### src/rtl/dot_product_arbiter.sv
// dot_product_arbiter
// Round-robin front end that shares one pipelined signed dot-product unit
// between NUM_REQ requesters. The winning operands are registered onto the
// datapath. A requester tag travels through a DP_LAT+1 stage pipe beside the
// operation, so the returning scalar can be steered back to its issuer.
// No arithmetic is done here: operands and results pass through bit-exact.
//
// Optional build feature (macro DP_ARB_STATS_EN):
//   When defined, the block adds one saturating 16-bit transfer counter per
//   requester. It also adds the stat_count_o output and the stat_clr_i input.
//   When undefined, neither the counters nor those ports exist.

module dot_product_arbiter #(
  parameter int NUM_REQ = 4,
  parameter int DP_LAT  = 2,
  parameter int VEC_W   = 57,
  parameter int SCL_W   = 19,
  parameter int ID_W    = 3
) (
  input  logic                     clk_i,
  input  logic                     rst_i,
  input  logic                     en_i,
  input  logic [NUM_REQ-1:0]       req_valid_i,
  output logic [NUM_REQ-1:0]       req_ready_o,
  input  logic [NUM_REQ*VEC_W-1:0] req_vec_a_i,
  input  logic [NUM_REQ*VEC_W-1:0] req_vec_b_i,
  output logic [VEC_W-1:0]         dp_vec_1_o,
  output logic [VEC_W-1:0]         dp_vec_2_o,
  input  logic [SCL_W-1:0]         dp_scalar_i,
  output logic [NUM_REQ-1:0]       res_valid_o,
  output logic [ID_W-1:0]          res_id_o,
  output logic [SCL_W-1:0]         res_scalar_o,
  output logic                     idle_o
`ifdef DP_ARB_STATS_EN
  ,
  input  logic                     stat_clr_i,
  output logic [NUM_REQ*16-1:0]    stat_count_o
`endif
);

  // Round-robin pointer: the first requester index that gets priority.
  logic [ID_W-1:0]           rr_q;
  logic [ID_W-1:0]           rr_d;

  // Operand registers that drive the datapath.
  logic [VEC_W-1:0]          vec_1_q;
  logic [VEC_W-1:0]          vec_1_d;
  logic [VEC_W-1:0]          vec_2_q;
  logic [VEC_W-1:0]          vec_2_d;

  // Tag pipe. Stage DP_LAT lines up with dp_scalar_i.
  logic [DP_LAT:0]           tag_vld_q;
  logic [DP_LAT:0]           tag_vld_d;
  logic [DP_LAT:0][ID_W-1:0] tag_id_q;
  logic [DP_LAT:0][ID_W-1:0] tag_id_d;

  // Arbitration results.
  logic                      found_hi_s;
  logic                      found_lo_s;
  logic [ID_W-1:0]           win_hi_s;
  logic [ID_W-1:0]           win_lo_s;
  logic                      xfer_s;
  logic [ID_W-1:0]           win_s;
  logic [NUM_REQ-1:0]        grant_s;
  logic [VEC_W-1:0]          sel_a_s;
  logic [VEC_W-1:0]          sel_b_s;

  // Round-robin search. The first pass looks at indices at or above the
  // pointer. The second pass handles wrap-around from index 0. Only
  // req_valid_i and the pointer feed this logic, never req_ready_o itself.
  always_comb begin
    found_hi_s = 1'b0;
    found_lo_s = 1'b0;
    win_hi_s   = '0;
    win_lo_s   = '0;
    for (int j = 0; j < NUM_REQ; j++) begin
      if (!found_hi_s && req_valid_i[j] && (ID_W'(j) >= rr_q)) begin
        found_hi_s = 1'b1;
        win_hi_s   = ID_W'(j);
      end else begin
        found_hi_s = found_hi_s;
      end
      if (!found_lo_s && req_valid_i[j]) begin
        found_lo_s = 1'b1;
        win_lo_s   = ID_W'(j);
      end else begin
        found_lo_s = found_lo_s;
      end
    end
  end

  // Pick the winner. When en_i is low no grant is issued at all.
  always_comb begin
    xfer_s = 1'b0;
    win_s  = '0;
    if (en_i && found_hi_s) begin
      xfer_s = 1'b1;
      win_s  = win_hi_s;
    end else if (en_i && found_lo_s) begin
      xfer_s = 1'b1;
      win_s  = win_lo_s;
    end else begin
      xfer_s = 1'b0;
      win_s  = '0;
    end
  end

  // One-hot grant, and the operand slices of the winning requester.
  always_comb begin
    grant_s = '0;
    sel_a_s = '0;
    sel_b_s = '0;
    for (int j = 0; j < NUM_REQ; j++) begin
      if (xfer_s && (win_s == ID_W'(j))) begin
        grant_s[j] = 1'b1;
        sel_a_s    = req_vec_a_i[j*VEC_W +: VEC_W];
        sel_b_s    = req_vec_b_i[j*VEC_W +: VEC_W];
      end else begin
        grant_s[j] = 1'b0;
      end
    end
  end

  assign req_ready_o = grant_s;

  // Next state for the pointer, the operand registers and the tag pipe.
  // Operands hold when nothing transfers. The tag pipe always shifts.
  always_comb begin
    rr_d        = rr_q;
    vec_1_d     = vec_1_q;
    vec_2_d     = vec_2_q;
    tag_vld_d   = {tag_vld_q[DP_LAT-1:0], xfer_s};
    tag_id_d    = '0;
    tag_id_d[0] = xfer_s ? win_s : '0;
    for (int s = 1; s <= DP_LAT; s++) begin
      tag_id_d[s] = tag_id_q[s-1];
    end
    if (xfer_s) begin
      vec_1_d = sel_a_s;
      vec_2_d = sel_b_s;
      if (win_s == ID_W'(NUM_REQ - 1)) begin
        rr_d = '0;
      end else begin
        rr_d = win_s + ID_W'(1);
      end
    end else begin
      rr_d    = rr_q;
      vec_1_d = vec_1_q;
      vec_2_d = vec_2_q;
    end
  end

  // State registers. Reset discards every in-flight tag.
  always_ff @(posedge clk_i or posedge rst_i) begin
    if (rst_i) begin
      rr_q      <= '0;
      vec_1_q   <= '0;
      vec_2_q   <= '0;
      tag_vld_q <= '0;
      tag_id_q  <= '0;
    end else begin
      rr_q      <= rr_d;
      vec_1_q   <= vec_1_d;
      vec_2_q   <= vec_2_d;
      tag_vld_q <= tag_vld_d;
      tag_id_q  <= tag_id_d;
    end
  end

  assign dp_vec_1_o = vec_1_q;
  assign dp_vec_2_o = vec_2_q;

  // Decode the final tag stage into the one-hot result strobe.
  always_comb begin
    res_valid_o = '0;
    for (int j = 0; j < NUM_REQ; j++) begin
      if (tag_vld_q[DP_LAT] && (tag_id_q[DP_LAT] == ID_W'(j))) begin
        res_valid_o[j] = 1'b1;
      end else begin
        res_valid_o[j] = 1'b0;
      end
    end
  end

  assign res_id_o     = tag_id_q[DP_LAT];
  assign res_scalar_o = dp_scalar_i;
  assign idle_o       = ~(|tag_vld_q);

`ifdef DP_ARB_STATS_EN
  logic [NUM_REQ-1:0][15:0] cnt_q;
  logic [NUM_REQ-1:0][15:0] cnt_d;

  // Per-requester transfer counters. They saturate at all-ones, and a clear
  // beats a simultaneous increment.
  always_comb begin
    cnt_d = cnt_q;
    if (stat_clr_i) begin
      cnt_d = '0;
    end else begin
      for (int j = 0; j < NUM_REQ; j++) begin
        if (grant_s[j] && (cnt_q[j] != 16'hFFFF)) begin
          cnt_d[j] = cnt_q[j] + 16'd1;
        end else begin
          cnt_d[j] = cnt_q[j];
        end
      end
    end
  end

  // Counter registers.
  always_ff @(posedge clk_i or posedge rst_i) begin
    if (rst_i) begin
      cnt_q <= '0;
    end else begin
      cnt_q <= cnt_d;
    end
  end

  assign stat_count_o = cnt_q;
`endif

endmodule

### config.mk
export PLATFORM = sky130hd
export DESIGN_NAME = dot_product_arbiter
export DESIGN_NICKNAME = d
export VERILOG_FILES = /design/src/rtl/dot_product_arbiter.sv
export SDC_FILE = /design/constraint.sdc
export NUM_CORES = 1
export LEC_CHECK = 0
export CAP_MARGIN = 20
export CORE_AREA = 2 2 247 249
export CTS_BUF_LIST = sky130_fd_sc_hd__clkbuf_8
export DETAILED_ROUTE_END_ITERATION = 8
export DIE_AREA = 0 0 249 251
export PLACE_DENSITY = 0.5
export SYNTH_ARGS = -nofsm -noshare
export SYNTH_HDL_FRONTEND = slang
export SYNTH_SLANG_ARGS = --single-unit
export TNS_END_PERCENT = 20
### constraint.sdc
create_clock -name clk_i -period 6.85 [get_ports clk_i]
set_input_delay 1.37 -clock clk_i [delete_from_list [all_inputs] [get_ports clk_i]]
set_output_delay 1.37 -clock clk_i [all_outputs]
set_load 0.03 [all_outputs]
Word-level counts from Yosys, hierarchy flattened

Cells that the tools add are included.

Output and inout bits: 145
Word-level logic and storage cells: 84
Input port bits: 482
Register bits after elaboration: 129

Equality and inequality tests: 6
Bitwise operators: 1
Magnitude comparators: 4
Reductions and logical operators: 29
Add/sub/neg operators: 1
Mux-type cells: 36

Operator list:

| cell                                                                               | number |
|---|---|
| 57-bit 2-to-1 mux                                                                  | 8 |
| 3-bit 2-to-1 mux                                                                   | 8 |
| 1-bit logical AND                                                                  | 20 |
| 1-bit 2-to-1 mux                                                                   | 20 |
| 3-bit by 2-bit == test with 1-bit output, second input constant                    | 4 |
| 3-bit by 1-bit == test with 1-bit output, second input constant                    | 2 |
| 1-bit by 3-bit greater-or-equal comparator with 1-bit output, first input constant | 2 |
| 2-bit by 3-bit greater-or-equal comparator with 1-bit output, first input constant | 2 |
| 1-bit zero test                                                                    | 6 |
| 3-bit zero test                                                                    | 2 |
| 3-bit by 1-bit adder with 3-bit output, second input constant                      | 1 |
| 3-bit OR reduction                                                                 | 1 |
| 1-bit NOT                                                                          | 1 |

Longest topological paths before layout

Word-level depth: 23
Gate-level depth with buffers: 11
Gate-level depth less buffers: 7

Least setup slack after synthesis

OpenSTA, ideal clock, no wires.

Kind: input port to output port
From: input req_valid_i[3]
To: output req_ready_o[3]
Data required time: 5.480 ns
Stages: 8
Slack: 2.146 ns
Data arrival time: 3.334 ns
Buffers on the path: 3
Cells stage by stage: clkbuf_2 o21bai_1 o311ai_0 a21o_1 ha_1 clkbuf_1 clkbuf_1 and2_1

Cells in the longest elaborated chain, start to end: 8
Elaborated cells on any way between the ends: 16
Those cells by class: eq/ne: 1; mux: 9; reduce/logical: 6

RTL lines:

| item                                                         | line   | RTL |
|---|---|---|
| start: declaration                                           | 23     | `input logic [NUM_REQ-1:0] req_valid_i,` |
| 1-bit logical AND (on tied branches)                         | 83, 77 |  |
| 1-bit 2-to-1 mux / 1-bit logical AND (equally long branches) | 83, 77 |  |
| 1-bit logical AND / 1-bit 2-to-1 mux (equally long branches) | 99, 77 |  |
| 3-bit 2-to-1 mux / 1-bit logical AND (equally long branches) | 99, 96 |  |
| 3-bit 2-to-1 mux                                             | 96     | `if (en_i && found_hi_s) begin` |
| 3-bit by 2-bit == test with 1-bit output                     | 114    | `if (xfer_s && (win_s == ID_W'(j))) begin` |
| 1-bit logical AND *                                          | 114    |  |
| 1-bit 2-to-1 mux *                                           | 114    |  |
| end: declaration                                             | 24     | `output logic [NUM_REQ-1:0] req_ready_o,` |

Every way passes the cells marked *; elsewhere a longest branch is shown, timed or not.

Final worst setup path

Ends and elaborated chain as after synthesis.

==> out/metrics.csv <==
stage;metric;value;unit
status;outcome;finished clean;
clock_network;cts repair resizes;0;
final_layout;final instance area;15400;sq um
yosys;asr flop ratio synth;1.00;
yosys;Syn Area/Cell;7.97;sq um
power;worst vdd ir;0.000165;V
final_layout;commonest non-fill, non-tap cell in the layout;clkdlybuf4s50_1;
sta;Final period util;0.827;
yosys;cells after synthesis;1098;
sta;Slew HR;0.262;
final_layout;Area growth syn-to-layout;76.3;%
clock_network;Longest Clk Path Bufs;2;
setup_path;worst path buffer plus inverter count;2;
sta;Clock Skew;0.0139;ns
global_route;GRT Total Usage;0.136;
floorplanning;Die ar.;62500;sq um
final_layout;final-stage net count;2069;
clock_network;later-pin clock latency in the skew report;0.53;ns
yosys;top post-synthesis cells by area;dfrtp_1, a221o_1, nand3b_1;
setup_path;CP Launch Type;primary input;
setup_path;R2R setup slack;3.10;ns
routing;First DRT Iteration DRCs;617;
sta;fmax;0.176;GHz
setup_path;Critical Path Max Stage Delay;0.69;ns
power;Pwr Density;290;nW/um^2
floorplanning;Initial Util;0.146;
global_route;maximum number of pins on one net before global-route repair;111;
setup_path;slowest stage cell, crit path;clkdlybuf4s50_1;
yosys;Yosys cell types;34;
routing;Avg Vias per Cell;4.28;
sta;Final Max Slew Viols;0;
floorplanning;Core ar.;59800;sq um
setup_path;launch point of the worst reg-to-reg path;rr_q[1];
setup_path;Critical Path Most Common Cell;clkdlybuf4s50_1;
sta;post-layout min period;5.67;ns
yosys;Post-synth EDFFs;0;
global_route;gr ovfl total;0;
setup_path;Critical Path RT;5.48;ns
floorplanning;I/O pin count;627;
clock_network;Root Driver;clkbuf_8;
place;number of port buffers;587;
power;Final Power;4480;uW
sta;setup TNS;0;ns
setup_path;worst path cell trace;clkdlybuf4s50_1, o21bai_1, o311ai_0, a21o_1, ha_4, and2_1, clkdlybuf4s50_1;
sta;Hold WS;0.362;ns
routing;Via Count;10200;
setup_path;crit path to;req_ready_o[3];
clock_network;cts hold-fix bufs;0;
final_layout;Finished Core Util;0.258;
place;RePlAce Congestion;0.883;
setup_path;crit path from;req_valid_i[3];
yosys;syn_nets;1584;
clock_network;CTS tree;yes;
sta;RSZ-0062 raised after global routing;false;
setup_path;WP data arrival;4.30;ns
clock_network;Num CTS Buffers;17;
clock_network;Reg clk slew, reported paths;0.09;ns
setup_path;Worst R2R End;dp_vec_2_o[34];
yosys;cell taking the most area after synthesis;dfrtp_1;
floorplanning;die span in x;249;um
yosys;synthesized area;8750;sq um
routing;# DRC;0;
final_layout;layout cells sized above 1;0.0345;
yosys;Seq/Total Area, Yosys;0.357;
place;Cell Area, Placed;15000;sq um
setup_path;worst r2r path cells;9;
global_route;antenna violations before repair;5;
setup_path;WP depth;7;
yosys;share of the synthesized area in the top cell type;0.357;
yosys;yosys warns;0;
setup_path;CP delay by family, top;buffers and inverters;
routing;TritonRoute pass-1 iters;5;
run;maxcap violations;0;
power;Leak;0.00589;uW
yosys;top_reg_cell synth;dfrtp_1;
place;DP Wirelength;32000;um
hold_path;Hold/Removal Path Class;register to register;
yosys;flops & latches, synth;125;
routing;WL/cell;18.3;um
final_layout;commonest non-fill, non-tap cells in the layout;clkdlybuf4s50_1, dfrtp_1, inv_1, a21oi_1, nor2_1;
setup_path;worst-path fanout max;36;
setup_path;crit end category;output pin;
clock_network;H-tree depth;4;
setup_path;Crit Path Category;primary input to output pin;
routing;antenna-violating nets left;0;
global_route;global-route wire length before repair;64600;um
clock_network;clock sinks;125;
sta;final setup vio count;0;
floorplanning;die height;251;um
routing;wirelength, routed;43500;um
clock_network;post-CTS setup buffers;0;
floorplanning;# rows;90;
global_route;vias in the first global route;10300;
sta;actual slew at the worst max-slew pin;1.11;ns
sta;final hold vios;0;
-- layer usage --
metal  share of wire  track usage  wire, um
met1            0.42        0.162     18300
met2            0.48        0.226     20800
met3           0.070       0.0421      3070
met4           0.031       0.0584      1340
met5         0.00044            0        19
-- synthesized netlist by cell type (5+ instances only) --
| cell | count |
|---|---|
| a21oi_1 | 116 |
| inv_1 | 118 |
| and2_1 | 5 |
| clkbuf_1 | 61 |
| nand3b_1 | 114 |
| dfrtp_1 | 125 |
| a31oi_1 | 114 |
| nand2_1 | 115 |
| a221o_1 | 114 |
| buf_2 | 32 |
| nor2_1 | 116 |
| buf_4 | 21 |
| buf_6 | 18 |
-- cell families after synthesis --
family,Yosys count,share of synthesized area
and+or+nand+nor,357,0.207
AOI/OAI and AO/OA,356,0.290
buffers and inverters,254,0.138
DFF,125,0.357
adders and majority gates,4,0.00572
muxes,1,0.00171
other,1,0.000428
-- stage by stage --
step	worst slack [ns]	instances
2_1_floorplan	2.15	1098
3_3_place_gp	1.19	2346
3_5_place_dp	1.21	2346
4_1_cts	1.19	2378
5_1_grt	0.985	2380
6_report	1.18	2380
-- registers in the layout, summed over array words and instances, names as in the netlist --
register    cells
tag_id_d        4
rr_q            2
dp_vec_2_o     57
res_id_o        2
dp_vec_1_o     57
tag_vld_q       3
-- area by class of cell --
class                      instances  area, sq um
inverter                         118          448
timing repair buffer             602         5990
multi-input combinational        719         4470
antenna                            2         5.00
clock buffer                      18          248
tap                              782          978
fill                            6488        44400
sequential                       125         3130
clock inverter                    14          168
-- how the worst min path moves through the flow --
stage / startpoint / to / slack, ns / depth (start not counted)
after CTS: tag_id_d[3] / tag_id_d[6] / 0.37 / 0
after detailed placement: tag_id_d[3] / tag_id_d[6] / 0.34 / 0
after global routing: tag_id_d[3] / tag_id_d[6] / 0.38 / 0
final: tag_id_d[3] / tag_id_d[6] / 0.36 / 0
after global placement: tag_id_d[3] / tag_id_d[6] / 0.34 / 0
after floorplan: tag_id_d[6] / res_id_o[0] / 0.33 / 0
-- power by group --
group	total [uW]	internal (uW)	switching, uW
Combinational	2600	1190	1410
Clock	743	369	374
Sequential	1130	979	155
(Power assumes the default switching activity.)
